===== src/rtl/stage_idecode_rle_if.sv =====
// Fetch-side and execute-side handshake bundle for the run-length-coalescing decode stage.
// The slave modport is the decode stage; the master modport is whoever drives fetch bytes and takes outputs.
interface stage_idecode_rle_if #(
    parameter int COUNT_WIDTH = 8
);
    logic [7:0]             opcode_in;
    logic                   drdy_in;
    logic                   ack;
    logic [7:0]             operation;
    logic [COUNT_WIDTH-1:0] count;
    logic                   drdy;
    logic                   ack_in;

    modport master (
        output opcode_in, drdy_in, ack_in,
        input  ack, operation, count, drdy
    );

    modport slave (
        input  opcode_in, drdy_in, ack_in,
        output ack, operation, count, drdy
    );
endinterface


===== src/rtl/stage_idecode_rle.sv =====
// Brainfuck decode stage: drops comment bytes, emits one-hot ops and merges runs of > < + - into one op with a count.
// Build option IDECODE_COALESCE_EN: defined = runs are merged; undefined = every command is emitted with count=1.
module stage_idecode_rle #(
    parameter int COUNT_WIDTH = 8
) (
    input  logic               clk,
    input  logic               reset,
    stage_idecode_rle_if.slave bus,
    output logic [1:0]         o_dbg_state
);
    typedef enum logic [1:0] {
        IDLE = 2'd0,
        ACC  = 2'd1,
        EMIT = 2'd2
    } state_t;

    localparam logic [COUNT_WIDTH-1:0] CNT_MAX = '1;
    localparam logic [COUNT_WIDTH-1:0] CNT_ONE = COUNT_WIDTH'(1);

    state_t                 r_state;
    state_t                 w_state_nxt;
    logic [7:0]             r_op;
    logic [7:0]             w_op_nxt;
    logic [COUNT_WIDTH-1:0] r_cnt;
    logic [COUNT_WIDTH-1:0] w_cnt_nxt;
    logic                   r_ack;
    logic                   w_ack_nxt;
    logic                   r_drdy;
    logic [7:0]             r_operation;
    logic [COUNT_WIDTH-1:0] r_count;
    logic [7:0]             w_byte_op;
    logic                   w_is_cmd;
    logic                   w_take;
`ifdef IDECODE_COALESCE_EN
    logic                   w_is_run;
`endif

    function automatic logic [7:0] decode_op(input logic [7:0] b);
        logic [7:0] op;
        op = '0;
        case (b)
            8'h3E:   op = 8'h01;
            8'h3C:   op = 8'h02;
            8'h2B:   op = 8'h04;
            8'h2D:   op = 8'h08;
            8'h2E:   op = 8'h10;
            8'h2C:   op = 8'h20;
            8'h5B:   op = 8'h40;
            8'h5D:   op = 8'h80;
            default: op = 8'h00;
        endcase
        return op;
    endfunction

    // Handshake: fetch holds opcode_in while drdy_in=1 and advances on the one-cycle registered ack pulse;
    // the cycle carrying ack is a bubble in which inputs are ignored. Output side: operation/count are held
    // with drdy=1 until ack_in is sampled high, after which drdy drops the next cycle.
    assign w_byte_op = decode_op(bus.opcode_in);
    assign w_is_cmd  = |w_byte_op;
    assign w_take    = bus.drdy_in && !r_ack;
`ifdef IDECODE_COALESCE_EN
    assign w_is_run  = |w_byte_op[3:0];
`endif

    always_comb begin
        w_state_nxt = r_state;
        w_op_nxt    = r_op;
        w_cnt_nxt   = r_cnt;
        w_ack_nxt   = 1'b0;
        case (r_state)
            IDLE: begin
                if (w_take) begin
                    w_ack_nxt = 1'b1;
                    if (w_is_cmd) begin
                        w_op_nxt  = w_byte_op;
                        w_cnt_nxt = CNT_ONE;
`ifdef IDECODE_COALESCE_EN
                        w_state_nxt = w_is_run ? ACC : EMIT;
`else
                        w_state_nxt = EMIT;
`endif
                    end
                end
            end
            ACC: begin
                // Comment bytes are swallowed inside a run; anything that cannot extend it is left for IDLE.
                if (!r_ack) begin
                    if (!bus.drdy_in) begin
                        w_state_nxt = EMIT;
                    end else if (!w_is_cmd) begin
                        w_ack_nxt = 1'b1;
                    end else if ((w_byte_op == r_op) && (r_cnt != CNT_MAX)) begin
                        w_ack_nxt = 1'b1;
                        w_cnt_nxt = r_cnt + CNT_ONE;
                    end else begin
                        w_state_nxt = EMIT;
                    end
                end
            end
            EMIT: begin
                if (bus.ack_in) begin
                    w_state_nxt = IDLE;
                end
            end
            default: begin
                w_state_nxt = IDLE;
            end
        endcase
    end

    always_ff @(posedge clk) begin
        if (reset) begin
            r_state     <= IDLE;
            r_op        <= '0;
            r_cnt       <= '0;
            r_ack       <= 1'b0;
            r_drdy      <= 1'b0;
            r_operation <= '0;
            r_count     <= '0;
        end else begin
            r_state     <= w_state_nxt;
            r_op        <= w_op_nxt;
            r_cnt       <= w_cnt_nxt;
            r_ack       <= w_ack_nxt;
            r_drdy      <= (w_state_nxt == EMIT);
            r_operation <= (w_state_nxt == EMIT) ? w_op_nxt : '0;
            r_count     <= (w_state_nxt == EMIT) ? w_cnt_nxt : '0;
        end
    end

    assign bus.ack       = r_ack;
    assign bus.drdy      = r_drdy;
    assign bus.operation = r_operation;
    assign bus.count     = r_count;
    assign o_dbg_state   = r_state;
endmodule


===== src/flat_wrapper.sv =====
// flat-port wrapper written by rule: the top's interface ports become plain ports
module stage_idecode_rle_flat 
#(
    parameter int COUNT_WIDTH = 8
)
  (clk, reset, o_dbg_state, bus_opcode_in, bus_drdy_in, bus_ack_in, bus_ack, bus_operation, bus_count, bus_drdy);
  stage_idecode_rle_if #(.COUNT_WIDTH(COUNT_WIDTH)) bus_i ();
  input  logic clk;
  input  logic reset;
  output logic [1:0] o_dbg_state;
  input wire logic [$bits(bus_i.opcode_in)-1:0] bus_opcode_in;
  input wire logic [$bits(bus_i.drdy_in)-1:0] bus_drdy_in;
  input wire logic [$bits(bus_i.ack_in)-1:0] bus_ack_in;
  output wire logic [$bits(bus_i.ack)-1:0] bus_ack;
  output wire logic [$bits(bus_i.operation)-1:0] bus_operation;
  output wire logic [$bits(bus_i.count)-1:0] bus_count;
  output wire logic [$bits(bus_i.drdy)-1:0] bus_drdy;
  assign bus_i.opcode_in = bus_opcode_in;
  assign bus_i.drdy_in = bus_drdy_in;
  assign bus_i.ack_in = bus_ack_in;
  assign bus_ack = bus_i.ack;
  assign bus_operation = bus_i.operation;
  assign bus_count = bus_i.count;
  assign bus_drdy = bus_i.drdy;
  stage_idecode_rle #(.COUNT_WIDTH(COUNT_WIDTH)) u_core (.clk(clk), .reset(reset), .bus(bus_i), .o_dbg_state(o_dbg_state));
endmodule

===== config.mk =====
export PLATFORM = sky130hd
export DESIGN_NAME = stage_idecode_rle_flat
export DESIGN_NICKNAME = d
export VERILOG_FILES = /design/src/rtl/stage_idecode_rle_if.sv /design/src/rtl/stage_idecode_rle.sv /design/src/flat_wrapper.sv
export SDC_FILE = /design/constraint.sdc
export NUM_CORES = 1
export LEC_CHECK = 0
export BUFFER_PORTS_ARGS = -buffer_cell sky130_fd_sc_hd__buf_2
export CELL_PAD_IN_SITES_DETAIL_PLACEMENT = 1
export CELL_PAD_IN_SITES_GLOBAL_PLACEMENT = 2
export CORE_MARGIN = 2
export CORE_UTILIZATION = 29
export DETAILED_ROUTE_END_ITERATION = 6
export GPL_TIMING_DRIVEN = 0
export PLACE_DENSITY = 0.71
export SKIP_LAST_GASP = 1
export SLEW_MARGIN = 20
export SYNTH_ARGS = -nofsm -noshare
export SYNTH_HDL_FRONTEND = slang
export SYNTH_SLANG_ARGS = --single-unit
export TNS_END_PERCENT = 50

===== constraint.sdc =====
create_clock -name clk -period 3.2 [get_ports clk]
set_input_delay 0.48 -clock clk [delete_from_list [all_inputs] [get_ports clk]]
set_output_delay 0.48 -clock clk [all_outputs]
set_load 0.02 [all_outputs]

---- After elaboration in Yosys (flattened, before gate mapping) ----
Cells that the tools add are included.
cells by class
  add/subtract/negate cells ............... 1
  reduce and logical (&&, ||, !) cells .... 6
  mux-type cells .......................... 25
  bitwise operators ....................... 1
  equal/unequal tests ..................... 13
operators with widths
  operator                                                          number
  8-bit 2-to-1 mux                                                  9
  8-bit one-hot mux with 8 select lines                             1
  8-bit by 6-bit == test with 1-bit output (second input constant)  6
  8-bit by 7-bit == test with 1-bit output (second input constant)  2
  8-bit one-hot mux with 2 select lines                             1
  2-bit 2-to-1 mux                                                  7
  8-bit by 1-bit adder with 8-bit output (second input constant)    1
  8-bit == test                                                     1
  8-bit != test (second input constant)                             1
  8-bit OR reduction                                                1
  2-bit one-hot mux with 3 select lines                             1
  1-bit 2-to-1 mux                                                  5
  2-bit == test (second input constant)                             2
  2-bit by 1-bit == test with 1-bit output (second input constant)  1
  1-bit logical AND                                                 2
  2-bit logical NOT                                                 1
  1-bit one-hot mux with 2 select lines                             1
  2-bit OR reduction                                                1
  1-bit logical NOT                                                 1
  1-bit inverter                                                    1
word-level totals
  word-level logic and storage cells ...... 53
  bits in registers ....................... 36

---- Depth between registers and ports, before layout ----
  depth after elaboration ................. 12
  mapped depth ............................ 9
  depth with buffers taken out ............ 8

---- Worst setup path after synthesis ----
No wires, ideal clock.
  path kind ............................... in2reg
  from .................................... input port bus_opcode_in[4]
  to ...................................... register u_core.r_count[5] (netlist: u_core.bus.count[5])
  buffers on the path ..................... 1
  path slack .............................. 188 ps
  cell stages on the path ................. 8
  library setup time ...................... 79 ps
  arrival ................................. 2,933 ps
  required time ........................... 3,121 ps
  path through ............................ or4b_1 > buf_2 > o21ai_2 > or4b_4 > nor4_4 > nand4_4 > or4_4 > a211oi_2
on the way
  longest elaborated chain between the ends .. 12
  elaborated cells on any way between the ends .. 29
ends and longest elaborated chain
  element                                                                                                      line                      RTL
  from (decl)                                                                                                  flat_wrapper.sv:11        input wire logic [$bits(bus_i.opcode_in)-1:0] bus_opcode_in;
  8-bit by 7-bit == test with 1-bit output / 8-bit by 6-bit == test with 1-bit output (equally long branches)  stage_idecode_rle.sv:41   case (b)
  8-bit one-hot mux with 8 select lines (*)                                                                    stage_idecode_rle.sv:41
  8-bit == test                                                                                                stage_idecode_rle.sv:92   end else if ((w_byte_op == r_op) && (r_cnt != CNT_MAX)) begin
  1-bit logical AND                                                                                            stage_idecode_rle.sv:92
  2-bit 2-to-1 mux                                                                                             stage_idecode_rle.sv:92
  2-bit 2-to-1 mux                                                                                             stage_idecode_rle.sv:90   end else if (!w_is_cmd) begin
  2-bit 2-to-1 mux                                                                                             stage_idecode_rle.sv:88   if (!bus.drdy_in) begin
  2-bit 2-to-1 mux                                                                                             stage_idecode_rle.sv:87   if (!r_ack) begin
  2-bit one-hot mux with 3 select lines                                                                        stage_idecode_rle.sv:70   case (r_state)
  2-bit == test                                                                                                stage_idecode_rle.sv:127  r_count <= (w_state_nxt == EMIT) ? w_cnt_nxt : '0;
  1-bit inverter (no source line)                                                                              --
  2-bit OR reduction (no source line)                                                                          --
  to (signal assigned)                                                                                         stage_idecode_rle.sv:127
  to (decl)                                                                                                    stage_idecode_rle.sv:30   logic [COUNT_WIDTH-1:0] r_count;
Mark *: on every way between the ends. The rest lies on a longest branch, timed or not.
A chain may end at the register's enable or synchronous reset.

---- Final worst setup path ----
  from .................................... input port bus_opcode_in[6]
  to ...................................... register u_core.r_count[5] (netlist: u_core.bus.count[5])
Same word-level chain as after synthesis.

==> run metrics <==
outcome=completed; TritonCTS clock tree=done; main combinational cell family by area after synthesis=simple AND/OR/NAND/NOR gates; r2r startpoint=u_core.r_cnt[0]$_SDFF_PP0_; Die Span Y=83.12 µm; Worst Setup SP=bus_opcode_in[6]; cell family with most CP delay=simple AND/OR/NAND/NOR gates; pin count of the biggest net entering global routing=12; H-tree levels=2; max-slew violation count=0; FF+latch area=720.7 µm²; first-pass GRT wire length=8811 µm; Detailed Route WL=between 5000 and 6000 µm; 1st-iter DRT viols=45; final setup violation count=0; Ys Warns=0; Non-Filler Instances=325; GRT Resource Usage Total=~16%; vias in the first global route=1696; CTS Hold Bufs=0; DR vias=1681; critical-path cell list=buf_2 -> or4b_1 -> buf_2 -> o21ai_2 -> or4b_4 -> nor4_4 -> buf_4 -> nand4_4 -> or4_4 -> a211oi_2; P_leak=0.9185 nW; post-route cell area=0.002182 mm²; area delta synth->final=20.19%; ys async rst share=0%; GPL Wtd Cong=0.7362; Worst VDD drop=0.1969 mV; startpoint types=primary input; final net count=roughly 260; Yosys top cell by area=dfxtp_1; Cell Pwr Density=about 400 mW/mm²; flops & latches, synth=36; Row Count=28; dpl hpwl=3710 µm; ranking of synthesized cells by area=dfxtp_1, nor2_1, nor3_1; Rel. slew slack=between 60 and 70%; CTS Sinks=36; Clock Pin Slew Worst Setup and Hold Paths=0.08 ns; RSZ-0062 raised after global routing=no; mux contribution to synthesized area=1.654%; Avg Vias per Cell=5.172; hold path start=reset; dominant synthesized flop cell=dfxtp_1; Top cell by count, worst path=buf_2; initial antenna violation count=0; CP Class=primary input to flip-flop; synthesized area per cell=roughly 8.6 µm²; Post-Syn Instances=210; Synth Cell Area=0.001815 mm²; wire length per cell=15.86 µm; fmax=333.9 MHz; DRC=0; CP bufs+invs=3; Max-Cap Viols=0; Slew @ Worst Pin=0.5408 ns; Worst Setup End Kind=flip-flop; most frequent cells in the layout=dfxtp_1, buf_2, nor2_1, nor3_1, nand2_1; CTS root buffer=clkbuf_8; synthesized net count=223; Post-synth EDFFs=0; Crit path arrival time=3.22 ns; Final Power=0.8582 mW; I/O pins=32; final count of hold timing violations=0; Synth Area in Compound Gates=roughly 16%; Placed Cells=315; ratio of cells with drive above 1 in the final layout=20.80%; Fillers=roughly 730; n_diodes=0; Initial Util=30.30%; Setup Total Neg Slack=0 ns; DIE AREA=0.006909 mm²; Adder-Cell Fraction of Synth Area=0.6892%; CP required=3.42 ns; IO Port Bufs=30; Critical Path Max Stage Delay=0.51 ns; Pre-antenna DRT Iters=4; CTS Buf Count=5; clk_skew=0.008478 ns; Bufs on Longest Clock Path=2; CORE AREA=0.005991 mm²; Area after DPL=0.002059 mm²; most common cell after layout, fill and taps aside=dfxtp_1; Final period util=93.59%; GRT overflow=0; post-route ant nets=0; Skew-Pair Late Insertion Delay=0.30 ns; top cell type's share of synthesized area=39.70%; Slowest-stage cell, CP=or4b_1; Seq/Total Area, Yosys=about two fifths; post-synth cell types=52; Simple-Gate Fraction of Synth Area=a little under two fifths; crit path max fanout=8; area occupied by multi-input gates=0.001047 mm²; Hold WS=around 0.40 ns; Post-Synth XOR/XNOR Area=0.9649%; Final Critical Period=2.995 ns; worst hold path class=primary input to flip-flop; Horiz. Die Dim=83.12 µm
## final timing paths
| kind | cells past startpoint | end | slack (ns) |
|---|---|---|---|
| worst min register to register | 2 | u_core.o_dbg_state[0]$_SDFF_PP0_ | 0.50 |
| worst max-delay path | 10 | u_core.bus.count[5]$_SDFF_PP0_ | 0.21 |
| worst max register to register | 9 | u_core.bus.count[5]$_SDFF_PP0_ | 0.51 |
| worst min-delay path | 2 | u_core.r_op[0]$_SDFF_PP0_ | 0.40 |
## area by class of cell
class | count | area share [%]
Tap cell | 75 | 4.300
Clock buffer | 7 | 3.956
Inverter | 4 | 0.6881
Multi-Input combinational cell | 159 | 47.99
Timing Repair Buffer | 32 | 7.569
Buffer | 11 | 2.122
Sequential cell | 36 | 33.03
Clock inverter | 1 | 0.3440
## sequential cells by signal (all words and copies together), names as in the netlist
signal,count
u_core.bus.drdy,1
u_core.r_cnt,8
u_core.bus.count,8
u_core.r_op,8
u_core.o_dbg_state,2
u_core.bus.ack,1
u_core.bus.operation,8
## per-layer routing
layer  routed length (µm)  global-route usage (%)  up-vias
met4                  106                   7.154        0
met5                    0                       0        -
met2                 2230                   24.41       25
met3                  173                   3.777        7
li1                     -                       -      852
met1                 2646                   21.41      797
## metrics by stage
step / worst slack [ns] / utilization, %
after floorplan: 0.1875 / -
after global placement: -0.5969 / 34.38
after detailed placement: -0.5431 / 34.38
after CTS: 0.1864 / 36.26
after global routing: 0.04232 / 36.42
final: 0.2052 / 36.42
## kinds of logic (layout without fill, tap and decap cells)
kind of cell | after synthesis | after routing
and+or+nand+nor | 112 | 112
AOI/OAI and AO/OA | 41 | 41
DFF | 36 | 36
buffers and inverters | 15 | 55
muxes | 3 | 3
xor gates and xnor gates | 2 | 2
adders and majority gates | 1 | 1
## cell usage after synthesis (all sizes together), types with 2 or more instances
library cell,n
clkbuf,9
nand2,12
a311oi,3
and4,2
inv,4
or3b,2
mux2i,3
nor2,25
xor2,2
nor3b,2
or4b,2
a21oi,8
a31oi,3
and3b,3
and2,8
nand4,4
a211oi,6
nand3,6
buf,2
and4b,2
and3,5
a22oi,4
nand4b,3
o21a,2
o21ai,4
nand3b,3
nor4,4
o21bai,2
o211a,2
nor3,17
nor2b,7
dfxtp,36
## what timing repair did
item	in CTS	in global routing
pin swaps	1	0
endpoints found under the setup margin	11	10
buffers inserted	2	0
gates resized for setup	1	2
## where the power goes
| part | leakage [nW] | total [mW] | switching [mW] | internal (mW) |
|---|---|---|---|---|
| registers | 0.290 | 0.450 | 0.00134 | 0.449 |
| clock network | 0.0445 | 0.349 | 0.174 | 0.175 |
| logic | 0.584 | 0.0589 | 0.0391 | 0.0198 |
| total | 0.919 | 0.858 | 0.214 | 0.644 |
Power figures use the tool's default switching activity.
